## config.mk

```make
export PLATFORM = sky130hd
export DESIGN_NAME = regfile_dump
export DESIGN_NICKNAME = d
export VERILOG_FILES = /design/src/rtl/regfile_dump_pkg.sv /design/src/rtl/regfile_dump.sv
export SDC_FILE = /design/constraint.sdc
export NUM_CORES = 1
export LEC_CHECK = 0
export ABC_AREA = 1
export ABC_CLOCK_PERIOD_IN_PS = 3200
export BUFFER_PORTS_ARGS = -buffer_cell sky130_fd_sc_hd__buf_2
export CAP_MARGIN = 20
export CORE_UTILIZATION = 50
export DETAILED_ROUTE_END_ITERATION = 10
export GPL_TIMING_DRIVEN = 0
export PLACE_DENSITY_LB_ADDON = 0.05
export SYNTH_ARGS = -nofsm -noshare
export SYNTH_HDL_FRONTEND = slang
export SYNTH_SLANG_ARGS = --single-unit
```

## constraint.sdc

```tcl
create_clock -name clk -period 3.2 [get_ports clk]
set_input_delay 0 -clock clk [delete_from_list [all_inputs] [get_ports clk]]
set_output_delay 0 -clock clk [all_outputs]
set_load 0.005 [all_outputs]
```

## src/rtl/regfile_dump_pkg.sv

```systemverilog
// Shared definitions for the register-file debug dump reader.
package regfile_dump_pkg;

  localparam int unsigned RF_ADDR_W = 5;
  localparam int unsigned RF_DATA_W = 32;

  typedef enum logic [1:0] {
    IDLE  = 2'd0,
    ISSUE = 2'd1,
    WAIT  = 2'd2,
    VALID = 2'd3
  } dump_state_t;

endpackage

```

## src/rtl/regfile_dump.sv

```systemverilog
// Walks a register-address range through a synchronous read port and streams
// each (address, value) pair out on a valid/ready handshake.
module regfile_dump
  import regfile_dump_pkg::*;
#(
  parameter int unsigned ADDR_W = RF_ADDR_W,
  parameter int unsigned DATA_W = RF_DATA_W
) (
  input  logic              clk,
  input  logic              rst_n,
  input  logic              start,
  input  logic              abort,
  input  logic [ADDR_W-1:0] first_addr,
  input  logic [ADDR_W-1:0] last_addr,
  output logic [ADDR_W-1:0] rf_raddr,
  input  logic [DATA_W-1:0] rf_rdata,
  output logic              out_valid,
  input  logic              out_ready,
  output logic [ADDR_W-1:0] out_addr,
  output logic [DATA_W-1:0] out_data,
  output logic              busy,
  output logic              done
);

  dump_state_t       state_q, state_d;
  logic [ADDR_W-1:0] cnt_q, cnt_d;
  logic [ADDR_W-1:0] end_q, end_d;
  logic [ADDR_W-1:0] out_addr_q, out_addr_d;
  logic [DATA_W-1:0] out_data_q, out_data_d;
  logic              done_q, done_d;

  always_comb begin
    state_d    = state_q;
    cnt_d      = cnt_q;
    end_d      = end_q;
    out_addr_d = out_addr_q;
    out_data_d = out_data_q;
    done_d     = 1'b0;

    unique case (state_q)
      IDLE: begin
        // abort wins over a simultaneous start
        if (start && !abort) begin
          cnt_d   = first_addr;
          end_d   = last_addr;
          state_d = ISSUE;
        end
      end
      ISSUE: begin
        state_d = abort ? IDLE : WAIT;
      end
      WAIT: begin
        if (abort) begin
          state_d = IDLE;
        end else begin
          out_data_d = rf_rdata;
          out_addr_d = cnt_q;
          state_d    = VALID;
        end
      end
      VALID: begin
        if (abort) begin
          state_d = IDLE;
        end else if (out_ready) begin
          if (cnt_q == end_q) begin
            state_d = IDLE;
            done_d  = 1'b1;
          end else begin
            cnt_d   = cnt_q + 1'b1;
            state_d = ISSUE;
          end
        end
      end
      default: state_d = IDLE;
    endcase
  end

  always_ff @(posedge clk or negedge rst_n) begin
    if (!rst_n) begin
      state_q    <= IDLE;
      cnt_q      <= '0;
      end_q      <= '0;
      out_addr_q <= '0;
      out_data_q <= '0;
      done_q     <= 1'b0;
    end else begin
      state_q    <= state_d;
      cnt_q      <= cnt_d;
      end_q      <= end_d;
      out_addr_q <= out_addr_d;
      out_data_q <= out_data_d;
      done_q     <= done_d;
    end
  end

  // The counter only changes on start or handshake, so it doubles as the held read address.
  assign rf_raddr  = cnt_q;
  assign out_valid = (state_q == VALID);
  assign out_addr  = out_addr_q;
  assign out_data  = out_data_q;
  assign busy      = (state_q != IDLE);
  assign done      = done_q;

endmodule

```

==> results of run 1 <==
==> cells in the final DEF, fill, tap and decap left out, types with 2 or more instances in the layout <==
| cell | instances |
|---|---|
| nor2_1 | 11 |
| o21ai_0 | 4 |
| dlygate4sd3_1 | 41 |
| nand2_4 | 2 |
| buf_2 | 97 |
| dfrtp_1 | 50 |
| a21oi_1 | 5 |
| nand3_1 | 7 |
| xor2_1 | 2 |
| o21ai_1 | 4 |
| inv_1 | 12 |
| xnor2_1 | 2 |
| nand2_1 | 137 |
| clkbuf_1 | 5 |
| inv_2 | 2 |
| clkbuf_8 | 5 |
==> worst max path at each step <==
stage,depth (start not counted),endpoint,slack [ps],from
CTS,5,out_data[29],1750,state_q[0]
finish,5,out_data[19],1760,state_q[0]
global placement,5,out_data[27],1800,state_q[0]
floorplan,5,out_addr[4],2020,state_q[0]
detailed placement,5,out_data[29],1770,state_q[0]
global route,5,out_data[31],1680,state_q[0]
==> flip-flops by register name, summed over array words and instances, names as in the netlist <==
| signal | flops |
|---|---|
| out_data | 32 |
| state_q | 2 |
| end_q | 5 |
| out_addr | 5 |
| rf_raddr | 5 |
| done | 1 |
==> routing by layer <==
| metal | track usage, % | wire length, um | vias to the layer above |
|---|---|---|---|
| met5 | 0 | 0 | - |
| met4 | 9.043 | 101 | 0 |
| met3 | 6.419 | 279 | 10 |
| met2 | 43.63 | 2676 | 65 |
| met1 | 27.35 | 2226 | 909 |
| li1 | - | - | 1055 |
==> cell type report <==
class / count / area [um^2]
flip-flops and latches: 50 / 1251
fillers: 304 / 900.9
repair buffers: 133 / 885.9
multi-input cells: 181 / 783.3
clock buffers: 7 / 76.32
well taps: 50 / 62.56
inverters: 15 / 56.30
plain buffers: 9 / 41.29
==> cell families after synthesis <==
kind of cell    Yosys count
flops                    50
buf+inv                  24
fa+ha+maj                 1
simple gates            161
xor+xnor                  4
compound gates           14
mux                       1
==> worst max-delay path: stages (launching register included) <==
cell,delay [ps]
dfrtp_1,420
nor3_4,360
inv_2,110
clkbuf_1,250
nand2_1,120
nand2_1,60
==> synth_stat cells (all sizes together) <==
library cell	number
buf	6
nor2	12
mux2	1
ha	1
xnor2	2
nor3	1
xor2	2
inv	14
o31ai	1
clkinv	1
o21ai	8
nand3	8
clkbuf	3
nand2	140
a21oi	5
dfrtp	50
==> power by group through the flow <==
stage          clock network (mW)  logic [mW]  registers, mW
2_1_floorplan                   0       0.480           1.12
3_3_place_gp                    0       0.870           1.09
3_5_place_dp                    0       0.899           1.11
4_1_cts                     0.348       0.942           1.10
5_1_grt                     0.373        1.08           1.13
6_report                    0.335       0.941           1.09
==> timing repair <==
item / 4_1_cts / 5_1_grt
hold buffers: 41 / 0
setup buffers: 0 / 0
endpoints found under the hold margin: 90 / 0
resized for setup: 0 / 0
==> impl_results.rst, run 1 <==
.. list-table::
   :header-rows: 1

   * - Metric
     - Value
   * - Cell total after placement
     - between 300 and 400
   * - Number of antenna cells inserted
     - 0
   * - Die Y-Extent
     - roughly 67 um
   * - Total count of max-transition violations in the final report
     - 0
   * - Peak VDD IR
     - between 0.0004 and 0.0005 V
   * - Initial cell density of the core
     - between 50% and 60%
   * - Synthesized instance count
     - between 200 and 300
   * - Area of the mapped netlist
     - approximately 0.0021 mm^2
   * - Ratio of total power to cell area
     - 750.9 mW/mm^2
   * - Net switching power
     - between 800 and 900 uW
   * - Switching Fraction
     - 36.56%
   * - Combinational family with the most area after synthesis
     - simple AND/OR/NAND/NOR gates
   * - Final estimated routing congestion in global placement
     - a little over 0.7
   * - Cell depth of the worst min-delay path
     - 5
   * - Clk Latency, worst-skew pair
     - roughly 290 ps
   * - H-Tree Depth
     - 2
   * - Post-synthesis mux area share
     - less than 1%
   * - Compound-cell area share of the yosys netlist
     - under 10%
   * - Post-synthesis simple-gate area fraction
     - 30.58%
   * - Startpoint of the worst register-to-register path
     - state_q[0]
   * - IO buf count
     - 91
   * - Total internal power
     - 1.504 mW
   * - Clock-pin slew reported for the worst setup and hold paths after clock tree synthesis
     - around 80 ps
   * - Number of I/O pins
     - between 90 and 100
   * - Flops & latches, synth
     - 50
   * - Max-slew headroom at the worst pin
     - 69.92%
   * - Core footprint
     - roughly 0.0041 mm^2
   * - Biggest area contributors in the synthesized netlist
     - dfrtp_1 (59%), nand2_1 (24%), inv_1 (2.1%)
   * - Kind of end point of the critical path
     - flop
   * - Fraction of post-synthesis cell area in the top cell type by area
     - around three fifths
   * - Distinct cell type count after synthesis
     - 22
   * - Global-route wire length before repair
     - ~8000 um
   * - Final worst path period need
     - about 1400 ps
   * - Syn_area_per_cell
     - 8.361 um^2
   * - Via density
     - 4.582
   * - Crit path required time
     - between 3000 and 4000 ps
   * - Hold EP
     - rf_raddr[0]
   * - Period utilisation layout
     - 44.98%
   * - Maximum capacitance violations
     - 0
   * - Part of the total power dissipated in sequential elements
     - a little under half
   * - Slack of the critical path
     - approximately 1800 ps
   * - Outcome
     - completed
   * - Net count after synthesis
     - approximately 300
   * - Worst hold slack across all endpoints
     - around 11 ps
   * - Type of the worst setup path
     - reg2reg
   * - Worst reg-to-reg path cell count
     - 5
   * - DRC
     - 0
   * - Worst setup slack before clock tree synthesis
     - 1768 ps
   * - Fraction of the mapped netlist area in adder cells
     - 0.5869%
   * - Setup crit start kind
     - flop
   * - Via Count
     - roughly 2000
   * - Number of antenna violations at the first check in global routing
     - 0
   * - Die ar.
     - 0.004529 mm^2
   * - Final routed wirelength across all metal layers
     - about 5300 um
   * - Tightest Hold Check Type
     - in2reg
   * - Antenna Nets Post-Route
     - 0
   * - Area share of xor/xnor cells in the synthesized design
     - approximately 1.6%
   * - Area Overhead vs Synth
     - 48.06%
   * - Final setup violation count
     - 0
   * - Post-Place Cell Area
     - between 0.002 and 0.003 mm^2
   * - Hold path startpoint
     - first_addr[0]
   * - Arrival time worst endpoint
     - around 1600 ps
   * - Largest net degree at the start of global routing
     - 51
   * - Reg2Reg Setup Slack
     - 1760 ps
   * - Sinks on the clock net
     - 50
   * - Final Skew
     - roughly 3.5 ps
   * - Leakage power total
     - ~1.8 nW
   * - Width of the die
     - approximately 67 um
   * - Maximum buffer depth of the clock tree
     - 2
   * - Clock share of power
     - between 10% and 20%
   * - NumNets Final
     - ~440
   * - Most area-hungry cell type in the Yosys netlist
     - dfrtp_1
   * - Clk root buf
     - clkbuf_8
   * - Number of core rows
     - 23
   * - Filler-free cell count of the finished design
     - approximately 450
   * - Residual overflow from global routing
     - 0
   * - Achievable Freq
     - approximately 700 MHz
   * - Worst slew pin tran
     - 451.2 ps
   * - Utilization of the core after routing
     - 77.80%
   * - Clock tree from TritonCTS
     - built
   * - Power share of the combinational group
     - 39.7%
   * - Detailed placer's ending HPWL
     - ~3400 um
   * - Mean routed wirelength per cell
     - about 12 um
   * - Destination of the worst register-to-register timing path
     - out_data[19]
   * - Drt initial violations
     - 106
   * - Share of the yosys chip area belonging to registers
     - between 50% and 60%
   * - Count of final hold-check violations
     - 0
   * - Top fanout value on the critical path
     - 10
   * - Total clock buffers created by CTS
     - 5
   * - Setup repair after global routing missed its margin
     - no
   * - Global-route total usage across every layer
     - 24.29%
   * - Sum of negative setup slack
     - 0 ps
   * - Post-route cell area
     - roughly 0.0032 mm^2
   * - Yosys synthesis warning count
     - 0
   * - Vias in the first global route
     - ~1800
   * - Power after layout
     - roughly 2.4 mW
   * - Share of final-layout standard cells stronger than drive strength 1
     - between 20 and 30%
   * - Number of iterations in the first detailed-routing pass
     - 4
No activity file was read; power rests on OpenSTA's default activity.
==> run 2: changes to the inputs <==
ABC_CLOCK_PERIOD_IN_PS = 1200   (was 3200)
CORE_UTILIZATION = 42   (was 50)
clock period = 1.2 ns   (was 3.2 ns; I/O delays follow)
==> run 2 against run 1 <==
Against the previous run: the flow now finishes with violations (setup timing); worst hold slack got worse by 5.7 ps; clock skew fell by 0.76 ps; via count up 9.5%; clock power rose to 2.8 times the previous value; non-clock buffer count is 24 higher; sequential power increased to 2.7 times the previous value; critical endpoint is now out_data[16]; largest cell class is now non-clock buffers; largest power group is now combinational logic.
==> impl_results.rst, run 2 (same netlist as run 1, synthesis figures left out) <==
.. list-table::
   :header-rows: 1

   * - Metric
     - Value
   * - Number of antenna cells inserted
     - 0
   * - Via density
     - around 4.6
   * - Max-slew headroom at the worst pin
     - between 70% and 80%
   * - Tightest Hold Check Type
     - in2reg
   * - Standard cell with the maximum stage delay on the critical path
     - dfrtp_2
   * - Drt initial violations
     - between 90 and 100
   * - Crit path required time
     - 1440 ps
   * - Cell mode on critical path
     - nand2_1
   * - Share of final-layout standard cells stronger than drive strength 1
     - a little under half
   * - Number of I/O pins
     - approximately 90
   * - Maximum capacitance violations
     - 0
   * - CP top delay family
     - buffers and inverters
   * - Total count of max-transition violations in the final report
     - 0
   * - Most used cells in the layout excluding fill and tap cells
     - nand2_1 (102), buf_2 (91), dfrtp_1 (46)
   * - Clock-pin slew reported for the worst setup and hold paths after clock tree synthesis
     - 80 ps
   * - DRC
     - 0
   * - Final worst path period need
     - 1301 ps
   * - Peak VDD IR
     - 0.001089 V
   * - Final setup violation count
     - 44
   * - Type of the worst setup path
     - reg2reg
   * - Area Overhead vs Synth
     - 78.99%
   * - Top fanout value on the critical path
     - 5
   * - Post-Place Cell Area
     - about 0.0027 mm^2
   * - Number of antenna violations at the first check in global routing
     - 0
   * - Residual overflow from global routing
     - 0
   * - Setup crit start kind
     - flop
   * - Final estimated routing congestion in global placement
     - approximately 0.77
   * - Die Y-Extent
     - approximately 73 um
   * - Number of core rows
     - 25
   * - Kind of end point of the critical path
     - flop
   * - Most common cell after layout, fill and taps aside
     - nand2_1
   * - Failing checks
     - setup timing
   * - Period utilisation layout
     - 108.4%
   * - Antenna Nets Post-Route
     - 0
   * - Vias in the first global route
     - between 1500 and 2000
   * - H-Tree Depth
     - 2
   * - Largest net degree at the start of global routing
     - 34
   * - NumNets Final
     - 468
   * - Global-route wire length before repair
     - about 8500 um
   * - Number of iterations in the first detailed-routing pass
     - 6
   * - Count of final hold-check violations
     - 0
   * - Arrival time worst endpoint
     - 1540 ps
   * - Setup repair after global routing missed its margin
     - yes
   * - Via Count
     - ~2200
   * - Achievable Freq
     - between 700 and 800 MHz
   * - Crit path largest cell delay
     - between 400 and 500 ps
   * - Width of the die
     - 73.25 um
   * - IO buf count
     - slightly above 90
   * - Maximum buffer depth of the clock tree
     - 2
   * - Buf/Inv on CP
     - 3
   * - Final Skew
     - 2.729 ps
   * - Detailed placer's ending HPWL
     - ~3300 um
   * - Die ar.
     - around 0.0054 mm^2
   * - Initial cell density of the core
     - between 40% and 50%
   * - Slack of the critical path
     - -101.3 ps
   * - Total clock buffers created by CTS
     - 5
   * - Clk Latency, worst-skew pair
     - a little under 300 ps
   * - Ratio of total power to cell area
     - roughly 2000 mW/mm^2
   * - Sum of negative setup slack
     - -1787 ps
   * - Core footprint
     - roughly 0.0048 mm^2
   * - Mean routed wirelength per cell
     - between 10 and 15 um
   * - Leakage power total
     - between 2 and 2.5 nW
   * - Filler Cell Count
     - roughly 350
   * - Final routed wirelength across all metal layers
     - around 6200 um
   * - Clock tree from TritonCTS
     - built
   * - Clk root buf
     - clkbuf_8
   * - Flip-flop count of the largest register, all copies and words added
     - 32
   * - Global-route total usage across every layer
     - around 20%
   * - Power after layout
     - 7.741 mW
   * - Critical path cell sequence
     - nor3_4 -> buf_12 -> buf_8 -> clkbuf_16 -> nand2_1 -> nand2_1
   * - Worst slew pin tran
     - 424.9 ps
   * - Post-route cell area
     - roughly 0.0038 mm^2
   * - Sinks on the clock net
     - 50
   * - Outcome
     - complete, but fails checks
-- run 2: cell count changes in the layout (fill, tap and decap cells not counted), moves of 6 or more --
cell / before / now
nand2_1: 137 / 102
nand2_2: 1 / 29
buf_4: 0 / 13
buf_8: 0 / 9
clkbuf_16: 0 / 7
nand2_4: 2 / 9
buf_2: 97 / 91
-- run 2: report_power, final --
part	switching, mW	internal, mW
clock	0.508	0.445
combinational	1.82	2.00
sequential	0.511	2.45
total	2.84	4.90
-- run 2: repair_timing --
action                                  CTS  global route
hold buffers                             40             0
endpoints found under the setup margin   50            51
gates cloned                              0             9
pin swaps                                 4            23
gates resized for setup                  28            79
buffers inserted                         14             4
hold endpoints to repair                 56             0
-- run 2: layer usage --
metal / global-route usage (%) / wire length (um)
met5: 0 / 0
met4: 5.229 / 75
met3: 4.390 / 259
met2: 36.83 / 3254
met1: 24.93 / 2653
-- run 2: path summary, 6_finish.rpt --
check,start,endpoint,slack [ps],depth (start not counted)
worst max register to register,state_q[0],out_data[16],-100,6
worst max-delay path,state_q[0],out_data[16],-100,6
worst min-delay path,first_addr[1],rf_raddr[1],5,5
min in group asynchronous,rst_n,out_data[27],170,2
max in group asynchronous,rst_n,rf_raddr[2],500,3
worst min register to register,out_addr[4],out_addr[4],470,2
-- run 2: cell type report --
| cell class | instances | area (um^2) | share of cell area [%] |
|---|---|---|---|
| clock buffers | 6 | 82.58 | 2.164 |
| repair buffers | 158 | 1236 | 32.39 |
| flip-flops and latches | 50 | 1256 | 32.92 |
| inverters | 15 | 63.81 | 1.672 |
| plain buffers | 8 | 112.6 | 2.951 |
| well taps | 67 | 83.83 | 2.197 |
| multi-input cells | 181 | 972.2 | 25.48 |
| repair inverters | 1 | 8.758 | 0.2295 |
-- run 2: per-stage QoR --
stage / util, % / hold WS (ps) / setup WS, ps / cells
floorplan: - / -295.6 / 19.04 / 255
global placement: 55.45 / 201.8 / -268.2 / 413
detailed placement: 55.87 / -38.50 / -292.4 / 414
CTS: 69.66 / 0.8313 / -27.98 / 473
global route: 79.22 / 27.36 / -140.2 / 486
finish: 79.22 / 5.138 / -101.3 / 486
-- run 2: tightest hold or removal path, stage by stage --
cell,delay [ps]
buf_2,70
nand2_1,40
nand2_1,70
nand2_2,50
nand2_1,40
==> run 3: changes to the inputs <==
ABC_CLOCK_PERIOD_IN_PS = 1050   (was 1200)
clock period = 1.05 ns   (was 1.2 ns; I/O delays follow)
==> run 3 against run 2 <==
Against the previous run: the run still ends with setup timing left; sequential power increased by 15%; critical endpoint is now out_data[22]; critical path depth unchanged; count of clock-buffer cells in the layout down 1; global-route usage grew 1.9 points.
==> impl_results.rst, run 3 (same netlist as run 1, synthesis figures left out) <==
.. list-table::
   :header-rows: 1

   * - Metric
     - Value
   * - Outcome
     - complete, but fails checks
   * - Failing checks
     - setup timing
   * - Width of the die
     - about 73 um
   * - Die ar.
     - between 0.005 and 0.006 mm^2
   * - Final worst path period need
     - 1238 ps
   * - Sinks on the clock net
     - 50
   * - Maximum buffer depth of the clock tree
     - 2
   * - Core footprint
     - between 0.004 and 0.005 mm^2
   * - Clock-pin slew reported for the worst setup and hold paths after clock tree synthesis
     - roughly 90 ps
   * - Max-slew headroom at the worst pin
     - about three fifths
   * - Post-route cell area
     - 0.003558 mm^2
   * - Number of antenna cells inserted
     - 0
   * - Utilization of the core after routing
     - between 70 and 80%
   * - Peak VDD IR
     - 0.001120 V
   * - Period utilisation layout
     - 117.9%
   * - Final routed wirelength across all metal layers
     - 5837 um
   * - Tightest Hold Check Type
     - in2reg
   * - Sum of negative setup slack
     - -7677 ps
   * - Type of the worst setup path
     - reg2reg
   * - Number of I/O pins
     - between 90 and 100
   * - Arrival time worst endpoint
     - 1430 ps
   * - Clk root buf
     - clkbuf_8
   * - Share of final-layout standard cells stronger than drive strength 1
     - 42.72%
   * - Antenna Nets Post-Route
     - 0
   * - Clock tree from TritonCTS
     - built
   * - H-Tree Depth
     - 2
   * - Global-route wire length before repair
     - 9094 um
   * - Via Count
     - 2201
   * - Area of combinational cells with multiple inputs
     - approximately 860 um^2
   * - Initial cell density of the core
     - between 40% and 50%
   * - Detailed placer's ending HPWL
     - around 3300 um
   * - Met2 routed wirelength
     - 3019 um
   * - Clk Latency, worst-skew pair
     - around 300 ps
   * - Count of final hold-check violations
     - 0
   * - Flip-flop count of the largest register, all copies and words added
     - 32
   * - Reg area
     - between 0.001 and 0.0015 mm^2
   * - Mean routed wirelength per cell
     - between 10 and 15 um
   * - Ratio of total power to cell area
     - 2301 mW/mm^2
   * - Achievable Freq
     - between 800 and 900 MHz
   * - Worst setup slack before clock tree synthesis
     - -296.4 ps
   * - Setup crit start kind
     - flop
   * - Leakage power total
     - 1.961 nW
   * - Final setup violation count
     - 51
   * - Global-route total usage across every layer
     - between 20% and 30%
   * - Area Overhead vs Synth
     - 66.90%
   * - Most used cells in the layout excluding fill and tap cells
     - nand2_1 (115), buf_2 (91), dfrtp_1 (43), dlygate4sd3_1 (43), nand2_2 (22)
   * - Total count of max-transition violations in the final report
     - 0
   * - DRC
     - 0
   * - Setup repair after global routing missed its margin
     - yes
   * - Reg2Reg Setup Slack
     - -190 ps
   * - Vias in the first global route
     - 2048
   * - Detailed-routed wire length on met3
     - approximately 270 um
   * - Number of antenna violations at the first check in global routing
     - 0
   * - Via density
     - ~4.5
   * - Post-Place Cell Area
     - 0.002725 mm^2
   * - Number of core rows
     - 25
   * - Number of iterations in the first detailed-routing pass
     - 4
   * - NumNets Final
     - 467
   * - Maximum capacitance violations
     - 0
   * - Residual overflow from global routing
     - 0
   * - Largest net degree at the start of global routing
     - 27
   * - Most common cell after layout, fill and taps aside
     - nand2_1
   * - Filler Cell Count
     - approximately 380
   * - Top fanout value on the critical path
     - 8
   * - Kind of end point of the critical path
     - flop
   * - Drt initial violations
     - 55
   * - Final Skew
     - 3.382 ps
   * - Crit path required time
     - between 1000 and 1500 ps
   * - Post-route met1 wirelength
     - ~2500 um
   * - Power after layout
     - 8.188 mW
   * - Max Used Layer
     - met4
   * - Final estimated routing congestion in global placement
     - between 0.7 and 0.8
   * - Die Y-Extent
     - approximately 73 um
   * - IO buf count
     - 91
   * - Filler-free cell count of the finished design
     - 486
   * - Total clock buffers created by CTS
     - 5
   * - Worst slew pin tran
     - between 500 and 600 ps
   * - Slack of the critical path
     - -188.4 ps
   * - Cell total after placement
     - between 400 and 500
   * - Worst hold slack across all endpoints
     - approximately 36 ps
==> run 3: cell count changes in the layout (fill, tap and decap cells not counted), sizes merged <==
| cell | before | now |
|---|---|---|
| buf | 119 | 121 |
| clkbuf | 13 | 7 |
| clkinv | 1 | 3 |
| dlygate4sd3 | 40 | 43 |
| inv | 15 | 14 |
==> run 3: what timing repair did <==
item / CTS / global route
resized for setup: 45 / 20
hold endpoints to repair: 66 / 0
endpoints found under the setup margin: 52 / 53
hold buffers: 43 / 0
setup buffers: 14 / 3
gates cloned: 4 / 1
pin swaps: 7 / 9
==> run 3: critical path: stages, from the launching register on <==
cell      delay, ps
dfrtp_2         410
inv_2            50
nor3_4          260
inv_4           120
clkbuf_8        180
nand2_2          50
nand2_1          50
==> run 3: area by class of cell <==
class,instances,share of cell area (%)
plain buffers,9,3.165
clock buffers,5,1.934
clock inverters,2,0.2813
inverters,15,1.793
multi-input cells,181,24.09
flip-flops and latches,50,35.41
well taps,67,2.356
repair buffers,157,30.98
==> run 3: worst paths after layout <==
check,endpoint,start,depth (start not counted)
hold / removal,rf_raddr[4],first_addr[4],5
hold reg to reg,out_data[29],out_data[29],2
setup / recovery,out_data[22],state_q[1],6
max in group asynchronous,rf_raddr[1],rst_n,3
min in group asynchronous,out_data[29],rst_n,2
setup reg to reg,out_data[22],state_q[1],6
==> run 3: power by group <==
group / internal [mW] / total, mW / leakage, nW / switching [mW]
Sequential: 2.81 / 3.41 / 0.614 / 0.597
Combinational: 1.91 / 3.71 / 1.30 / 1.80
Clock: 0.449 / 1.06 / 0.0438 / 0.615
==> run 3: routing by layer <==
metal / vias to the layer above / global-route usage, %
met3: 9 / 4.801
met1: 1025 / 27.39
met4: 0 / 7.190
li1: 1104 / -
met5: - / 0
met2: 63 / 39.51
